$ cat src/rtl/loopback_fifo.sv
// FIFO loopback between the usb_cdc OUT and IN streams, with echo, ASCII
// case-swap echo and free-running pattern modes plus fill/transfer status.
module loopback_fifo #(
    parameter int unsigned DATA_W = 8,
    parameter int unsigned DEPTH  = 16,
    parameter int unsigned CNT_W  = 16
) (
    input  logic                     clk_i,
    input  logic                     rst_i,
    input  logic [1:0]               mode_i,
    input  logic                     flush_i,
    input  logic [DATA_W-1:0]        rx_data_i,
    input  logic                     rx_valid_i,
    output logic                     rx_ready_o,
    output logic [DATA_W-1:0]        tx_data_o,
    output logic                     tx_valid_o,
    input  logic                     tx_ready_i,
    output logic [1:0]               mode_o,
    output logic [$clog2(DEPTH):0]   level_o,
    output logic [CNT_W-1:0]         rx_count_o,
    output logic [CNT_W-1:0]         tx_count_o
);

    localparam int unsigned PtrW = $clog2(DEPTH);
    localparam int unsigned LvlW = PtrW + 1;

    typedef enum logic [1:0] {
        ModeEcho     = 2'd0,
        ModeCaseSwap = 2'd1,
        ModePattern  = 2'd2,
        ModeRsvd     = 2'd3
    } mode_e;

    logic [DATA_W-1:0] mem_q [DEPTH];

    logic [PtrW-1:0]   wr_ptr_q, wr_ptr_d;
    logic [PtrW-1:0]   rd_ptr_q, rd_ptr_d;
    logic [LvlW-1:0]   level_q, level_d;
    logic [CNT_W-1:0]  rx_count_q, rx_count_d;
    logic [CNT_W-1:0]  tx_count_q, tx_count_d;
    logic [DATA_W-1:0] pat_q, pat_d;
    mode_e             mode_q, mode_d;

    logic              full;
    logic              pat_mode;
    logic              push;
    logic              pop;
    logic [DATA_W-1:0] push_data;

    function automatic logic [DATA_W-1:0] case_swap(input logic [DATA_W-1:0] d);
        logic [DATA_W-1:0] r;
        r = d;
        if (d[7:0] >= 8'h41 && d[7:0] <= 8'h5A) begin
            r[7:0] = d[7:0] + 8'h20;
        end else if (d[7:0] >= 8'h61 && d[7:0] <= 8'h7A) begin
            r[7:0] = d[7:0] - 8'h20;
        end
        return r;
    endfunction

    // Ready depends on registered state and flush_i only, never on tx_ready_i,
    // so a full FIFO refuses rx even when a pop happens in the same cycle.
    assign full       = (level_q == LvlW'(DEPTH));
    assign pat_mode   = (mode_q == ModePattern);
    assign rx_ready_o = !full && !flush_i && !pat_mode;
    assign push       = pat_mode ? (!full && !flush_i) : (rx_valid_i && rx_ready_o);
    assign pop        = (level_q != '0) && tx_ready_i && !flush_i;

    assign tx_valid_o = (level_q != '0);
    assign tx_data_o  = mem_q[rd_ptr_q];
    assign mode_o     = mode_q;
    assign level_o    = level_q;
    assign rx_count_o = rx_count_q;
    assign tx_count_o = tx_count_q;

    always_comb begin
        push_data  = rx_data_i;
        wr_ptr_d   = wr_ptr_q;
        rd_ptr_d   = rd_ptr_q;
        level_d    = level_q;
        rx_count_d = rx_count_q;
        tx_count_d = tx_count_q;
        pat_d      = pat_q;
        mode_d     = mode_q;

        unique case (mode_q)
            ModeCaseSwap: push_data = case_swap(rx_data_i);
            ModePattern:  push_data = pat_q;
            default:      push_data = rx_data_i;
        endcase

        if (flush_i) begin
            wr_ptr_d = '0;
            rd_ptr_d = '0;
            level_d  = '0;
        end else begin
            if (push) begin
                wr_ptr_d = wr_ptr_q + PtrW'(1);
            end
            if (pop) begin
                rd_ptr_d   = rd_ptr_q + PtrW'(1);
                tx_count_d = tx_count_q + CNT_W'(1);
            end
            unique case ({push, pop})
                2'b10:   level_d = level_q + LvlW'(1);
                2'b01:   level_d = level_q - LvlW'(1);
                default: level_d = level_q;
            endcase
        end

        if (push && !pat_mode) begin
            rx_count_d = rx_count_q + CNT_W'(1);
        end
        if (push && pat_mode) begin
            pat_d = pat_q + DATA_W'(1);
        end

        // A new mode only takes effect once the buffer is drained and idle,
        // so buffered words always leave under the mode they entered with.
        if (level_q == '0 && !push) begin
            mode_d = mode_e'(mode_i);
            if (mode_d == ModePattern && !pat_mode) begin
                pat_d = '0;
            end
        end
    end

    always_ff @(posedge clk_i or posedge rst_i) begin
        if (rst_i) begin
            wr_ptr_q   <= '0;
            rd_ptr_q   <= '0;
            level_q    <= '0;
            rx_count_q <= '0;
            tx_count_q <= '0;
            pat_q      <= '0;
            mode_q     <= ModeEcho;
        end else begin
            wr_ptr_q   <= wr_ptr_d;
            rd_ptr_q   <= rd_ptr_d;
            level_q    <= level_d;
            rx_count_q <= rx_count_d;
            tx_count_q <= tx_count_d;
            pat_q      <= pat_d;
            mode_q     <= mode_d;
        end
    end

    // Storage is never read while level is zero, so it needs no reset.
    always_ff @(posedge clk_i) begin
        if (push) begin
            mem_q[wr_ptr_q] <= push_data;
        end
    end

endmodule
$ cat config.mk
export PLATFORM = sky130hd
export DESIGN_NAME = loopback_fifo
export DESIGN_NICKNAME = d
export VERILOG_FILES = /design/src/rtl/loopback_fifo.sv
export SDC_FILE = /design/constraint.sdc
export NUM_CORES = 1
export LEC_CHECK = 0
export BUFFER_PORTS_ARGS = -buffer_cell sky130_fd_sc_hd__buf_2
export CAP_MARGIN = 40
export CORE_MARGIN = 5
export CORE_UTILIZATION = 46
export CTS_CLUSTER_SIZE = 10
export DETAILED_ROUTE_END_ITERATION = 10
export HOLD_SLACK_MARGIN = 0.02
export SLEW_MARGIN = 5
export SYNTH_ARGS = -nofsm -noshare
export SYNTH_HDL_FRONTEND = slang
export SYNTH_SLANG_ARGS = --single-unit
$ cat constraint.sdc
create_clock -name clk_i -period 3.5 [get_ports clk_i]
set_clock_uncertainty 0.15 [all_clocks]
set_input_delay 0.7 -clock clk_i [delete_from_list [all_inputs] [get_ports clk_i]]
set_output_delay 0.7 -clock clk_i [all_outputs]
set_load 0.02 [all_outputs]
==> out/qor.yml, run 1 <==
global_route:
  grt_pass1_wl_mm: 25.7
  grt_start_max_net_pins: 30
  antenna_found_initial: 0
  grt_pass1_vias: 4784
  grtUsageTotal_pct: 17.0
  gr-total-overflow: 0
synth:
  synth_cell_types: 53
  synth_compound_area_share_pct: 4.07
  synth_seq_cells: 183
  synth-xor-area-share_pct: 5.06
  synth_top_family_by_area: "multiplexers"
  synthArstFlopShare_pct: 30.1
  synth-main-ff-cell: "edfxtp_1"
  ys_top_cells_by_count: "edfxtp_1, dfrtp_1, mux4_2, nor2_1, xnor2_1"
  seq_area_frac_synth_pct: 65.6
  synth_area_leader_cell: "edfxtp_1"
  netlist_area_sq_um: 7960
  synthTopCellsByArea: "edfxtp_1, dfrtp_1, mux4_2, xnor2_1, ha_1"
  ys_warn_count: 0
  synth.most_common_cell: "edfxtp_1"
  synth-adder-area-share_pct: 2.61
  syn_avg_cell_area_sq_um: 15.9
  yosys.area.top_type_share_pct: 48.3
  synthCells: 501
  syn_nets: 532
  synthMuxAreaShare_pct: 12.4
  synth-edff-count: 128
  synthSimpleGateAreaFrac_pct: 8.43
power_and_ir_drop:
  ir_drop_uv: 429
  p_leak_nw: 3.60
  powerDensity_nw_per_um2: 721
clock_tree:
  insertion_delay_ns: 0.42
  cts_setup_buffers: 0
  cts_resized: 0
  postCtsHoldBufs: 0
  clkSlewWorstSetupHoldPaths_ns: 0.07
  htree_levels: 4
  root_buffer: "clkbuf_16"
  clockBufferDepth: 2
  cts_tree: "yes"
  clock-sinks: 183
  cts-buffers-inserted: 17
run_status:
  status: "completed"
detailed_routing:
  routed_wl_mm: 16.3
  routedWlPerCell_um: 19.6
  vias_per_cell: 5.46
  drc: 0
  drt_iter0_drc: 170
  drtAntennaViolNets: 0
  num_vias: 4533
  drtPass1Iterations: 6
worst_setup_path:
  r2r-start: "mode_o[0]"
  end_kind: "flop"
  critical_path_class: "flop to flop"
  crit_slowest_cell: "or3b_2"
  critPathLaunchType: "flop"
  crit_path_frequent_cell: "a21oi_1"
  slowest_delay_ns: 0.47
  arrival_ns: 3.43
  r2r_slack_ns: 0.22
  crit_path_start: "mode_o[0]"
  crit_fanout: 4
  reg2reg_depth: 12
  cp_cell_sequence: "inv_1, ha_1, or2_2, nor2_1, a21oi_1, or3b_2, fa_1, nand2b_1, o2bb2ai_1, or3_1, a31oi_1, a21oi_1"
  path_buf_inv: 1
  crit_family: "simple AND/OR/NAND/NOR gates"
  r2r-end: "level_o[4]"
  crit_required_ns: 3.65
floorplan:
  rows: 48
  start_util_pct: 46.5
  die_y_um: 142
  dieArea_sq_um: 20000
  core_area_sq_um: 17100
  io_pins: 64
  die_x_um: 142
final_layout:
  area_growth_syn_to_layout_pct: 17.1
  finalNetCount: 623
  drive_above_1_share_pct: 29.4
  diodes: 0
  fin_area_sq_um: 9320
placed_design:
  place_ws_ns: 0.0973
  port_buffers: 63
  place_area_sq_um: 8690
  routabilityCongestion: 0.840
  hpwlAfterDp_mm: 11.0
timing:
  slew_headroom_pct: 48.4
  fin_ws_ns: 0.222
  fin_setup_tns_ns: 0
  finalCritPeriodShare_pct: 93.7
  slew_violations: 0
  hold_viol: 0
  max_freq_mhz: 305
  tightestPinTransition_ns: 0.772
  rsz0062_at_grt: "false"
  final.min_clock_period_ns: 3.28
  finalSetupViolCount: 0
flow_run:
  cap_violations: 0
hold_path:
  hold_class: "input pin to asynchronous set/reset pin"
[worst register-to-register path: cells and delay by family, from the launching register on]
| family | cells | cell delay, ns |
|---|---|---|
| buffers and inverters | 1 | 0.05 |
| adders and majority gates | 2 | 0.61 |
| AOI/OAI and AO/OA | 4 | 0.49 |
| DFF | 1 | 0.38 |
| and+or+nand+nor | 5 | 1.46 |
[cell type report]
type	instances	area [sq um]
Clock buffer	19	433
Clock inverter	13	193
Fill cell	1442	7800
Inverter	18	67.6
Multi-Input combinational cell	282	2590
Sequential cell	183	5220
Tap cell	225	282
Timing Repair Buffer	90	531
[report_power, final]
| part | switching [mW] | leakage (nW) | internal, mW |
|---|---|---|---|
| Combinational | 1.10 | 1.40 | 0.714 |
| Sequential | 0.140 | 1.91 | 2.76 |
| Clock | 0.803 | 0.294 | 1.21 |
[logic make-up (layout without fill, tap and decap cells)]
family,count (synthesis),after routing
flops,183,183
simple gates,132,132
mux,48,48
xor+xnor,46,46
compound gates,40,40
buf+inv,36,140
fa+ha+maj,16,16
[state kept, by name, indices dropped and copies added, names as in the netlist]
| signal | cells |
|---|---|
| level_o | 5 |
| mem_q | 128 |
| mode_o | 2 |
| pat_q | 8 |
| rd_ptr_q | 4 |
| rx_count_o | 16 |
| tx_count_o | 16 |
| wr_ptr_q | 4 |
[through the flow]
step | utilization (%) | instances | hold slack, ns | power [mW]
after floorplan | - | 501 | 0.376 | 4.18
after global placement | 50.8 | 798 | 0.307 | 4.72
after detailed placement | 50.8 | 798 | 0.317 | 4.78
after CTS | 54.4 | 830 | 0.206 | 6.78
after global routing | 54.4 | 830 | 0.242 | 7.04
final | 54.4 | 830 | 0.199 | 6.72
[cell usage in the layout (no fill, tap or decap), drive strengths merged, types with 4 or more instances in the layout]
cell type and instances:
a211oi 4, clkbuf 19, mux2 4, a22o 5
nand4 9, nor4 5, xnor2 27, nand2 25
ha 15, nor3 9, and3 11, mux2i 4
buf 90, xor2 19, bufinv 4, dfrtp 55
and2 5, a21oi 12, inv 22, mux4 40
nor2 40, edfxtp 128, nand3 13
[per-layer routing]
metal / vias up / track usage [%] / wire length [um]
met5: - / 0 / 0
met4: 0 / 5.15 / 217
met3: 20 / 3.30 / 503
met2: 93 / 28.9 / 8250
met1: 2333 / 22.2 / 7330
li1: 2087 / - / -
[worst max-delay path by stage]
stage	depth (start not counted)	end	slack, ns
CTS	12	level_o[4]	0.23
global route	12	level_o[4]	0.07
floorplan	13	level_o[4]	0.16
finish	12	level_o[4]	0.22
global placement	11	level_o[4]	0.14
detailed placement	11	level_o[4]	0.1
No activity file was read; power rests on OpenSTA's default activity.
==> inputs of run 2 (changes only) <==
--- a/config.mk
+++ b/config.mk
@@ -8,10 +8,11 @@
 export BUFFER_PORTS_ARGS = -buffer_cell sky130_fd_sc_hd__buf_2
 export CAP_MARGIN = 40
 export CORE_MARGIN = 5
-export CORE_UTILIZATION = 46
+export CORE_UTILIZATION = 60
 export CTS_CLUSTER_SIZE = 10
 export DETAILED_ROUTE_END_ITERATION = 10
 export HOLD_SLACK_MARGIN = 0.02
+export PLACE_DENSITY = 0.8
 export SLEW_MARGIN = 5
 export SYNTH_ARGS = -nofsm -noshare
 export SYNTH_HDL_FRONTEND = slang
==> out/qor.yml, run 2 (synthesis results as in run 1) <==
run_status:
  status: "completed"
clock_tree:
  postCtsHoldBufs: 0
  cts-buffers-inserted: 17
  clock-sinks: 183
  cts_tree: "yes"
  clkSlewWorstSetupHoldPaths_ns: 0.06
  root_buffer: "clkbuf_16"
  htree_levels: 4
  cts_setup_buffers: 0
  cts_resized: 0
  clockBufferDepth: 2
  insertion_delay_ns: 0.41
power_and_ir_drop:
  switching_share_pct: 30.2
  comb_power_share_pct: 27.0
  ir_drop_uv: 460
  switchingPower_mw: 2.01
  clockPowerShare_pct: 29.5
  seq_power_share_pct: 43.4
  powerDensity_nw_per_um2: 724
  intPower_mw: 4.66
  p_leak_nw: 3.59
placed_design:
  place_area_sq_um: 8600
  hpwlAfterDp_mm: 11.0
  port_buffers: 63
  routabilityCongestion: 0.925
  dp_cells: 747
timing:
  finalCritPeriodShare_pct: 93.9
  fin_setup_tns_ns: 0
  finalSetupViolCount: 0
  slew_violations: 0
  hold_viol: 0
  final.min_clock_period_ns: 3.29
  max_freq_mhz: 304
  tightestPinTransition_ns: 0.757
  slew_headroom_pct: 49.0
  rsz0062_at_grt: "false"
detailed_routing:
  drtAntennaViolNets: 0
  routedWlPerCell_um: 21.1
  drtPass1Iterations: 4
  drc: 0
  vias_per_cell: 5.94
  num_vias: 4630
  routed_wl_mm: 16.4
  drt_iter0_drc: 391
floorplan:
  start_util_pct: 60.6
  rows: 42
  io_pins: 64
  die_x_um: 125
  core_area_sq_um: 13100
  dieArea_sq_um: 15700
  die_y_um: 125
worst_setup_path:
  crit_required_ns: 3.64
  end_kind: "flop"
  critical_path_class: "flop to flop"
  crit_fanout: 4
  arrival_ns: 3.43
  critPathLaunchType: "flop"
global_route:
  antenna_found_initial: 0
  grt_pass1_vias: 4859
  gr-total-overflow: 0
  grtUsageTotal_pct: 22.1
  grt_pass1_wl_mm: 26.3
  grt_start_max_net_pins: 38
flow_run:
  cap_violations: 0
final_layout:
  drive_above_1_share_pct: 29.2
  regMostFlops: "mem_q"
  final_cell_mix: "edfxtp_1, buf_2, dfrtp_1, nor2_1, mux4_2"
  finalNetCount: 621
  fin_area_sq_um: 9220
  fin_util_pct: 70.1
  instances_no_fill: 779
  diodes: 0
  area_growth_syn_to_layout_pct: 15.8
  largest_reg_flops: 128
  final_common_cell: "edfxtp_1"
hold_path:
  hold_class: "input pin to asynchronous set/reset pin"
-- run 2: per-stage QoR --
| stage | total power, mW | setup WS, ns | hold slack, ns |
|---|---|---|---|
| after floorplan | 4.18 | 0.160 | 0.376 |
| final | 6.67 | 0.214 | 0.265 |
| after global placement | 4.66 | 0.148 | 0.303 |
| after detailed placement | 4.74 | 0.0995 | 0.312 |
| after CTS | 6.71 | 0.223 | 0.286 |
| after global routing | 7.00 | 0.0524 | 0.322 |
-- run 2: path summary, 6_finish.rpt --
check / from / to / slack (ns) / cells after the start
max: mode_o[0] / level_o[4] / 0.21 / 12
min reg2reg: tx_count_o[15] / tx_count_o[15] / 0.31 / 1
max in group asynchronous: rst_i / rx_count_o[9] / 2.18 / 3
min in group clk_i: tx_count_o[15] / tx_count_o[15] / 0.31 / 1
min: rst_i / level_o[0] / 0.26 / 2
max reg2reg: mode_o[0] / level_o[4] / 0.21 / 12
-- run 2: power groups by stage --
stage	registers [mW]	logic, mW	clock network [mW]
global route	2.92	1.97	2.11
global placement	2.92	1.74	0
finish	2.90	1.80	1.97
CTS	2.90	1.82	1.99
detailed placement	2.94	1.80	0
floorplan	3.02	1.16	0
-- run 2: critical path, stage by stage (launching register included) --
cell and delay [ns]:
dfrtp_1 0.39, inv_1 0.06, ha_1 0.21, or2_2 0.34
nor2_1 0.14, a21oi_1 0.05, or3b_2 0.48, fa_1 0.41
nand2b_1 0.16, o2bb2ai_1 0.17, or3_1 0.34, a31oi_1 0.18
a21oi_1 0.08
-- run 2: layout make-up --
cell class,count,area [sq um]
Clock buffer,19,433
Clock inverter,13,179
Fill cell,874,3920
Inverter,18,67.6
Multi-Input combinational cell,282,2590
Sequential cell,183,5220
Tap cell,176,220
Timing Repair Buffer,88,503
-- run 2: per-layer routing --
layer | global-route usage (%) | share of wire, % | vias up
met5 | 0 | 0 | -
met4 | 9.18 | 2.6 | 0
met3 | 4.43 | 6.0 | 37
met2 | 37.7 | 52 | 168
met1 | 27.8 | 39 | 2339
li1 | - | - | 2086
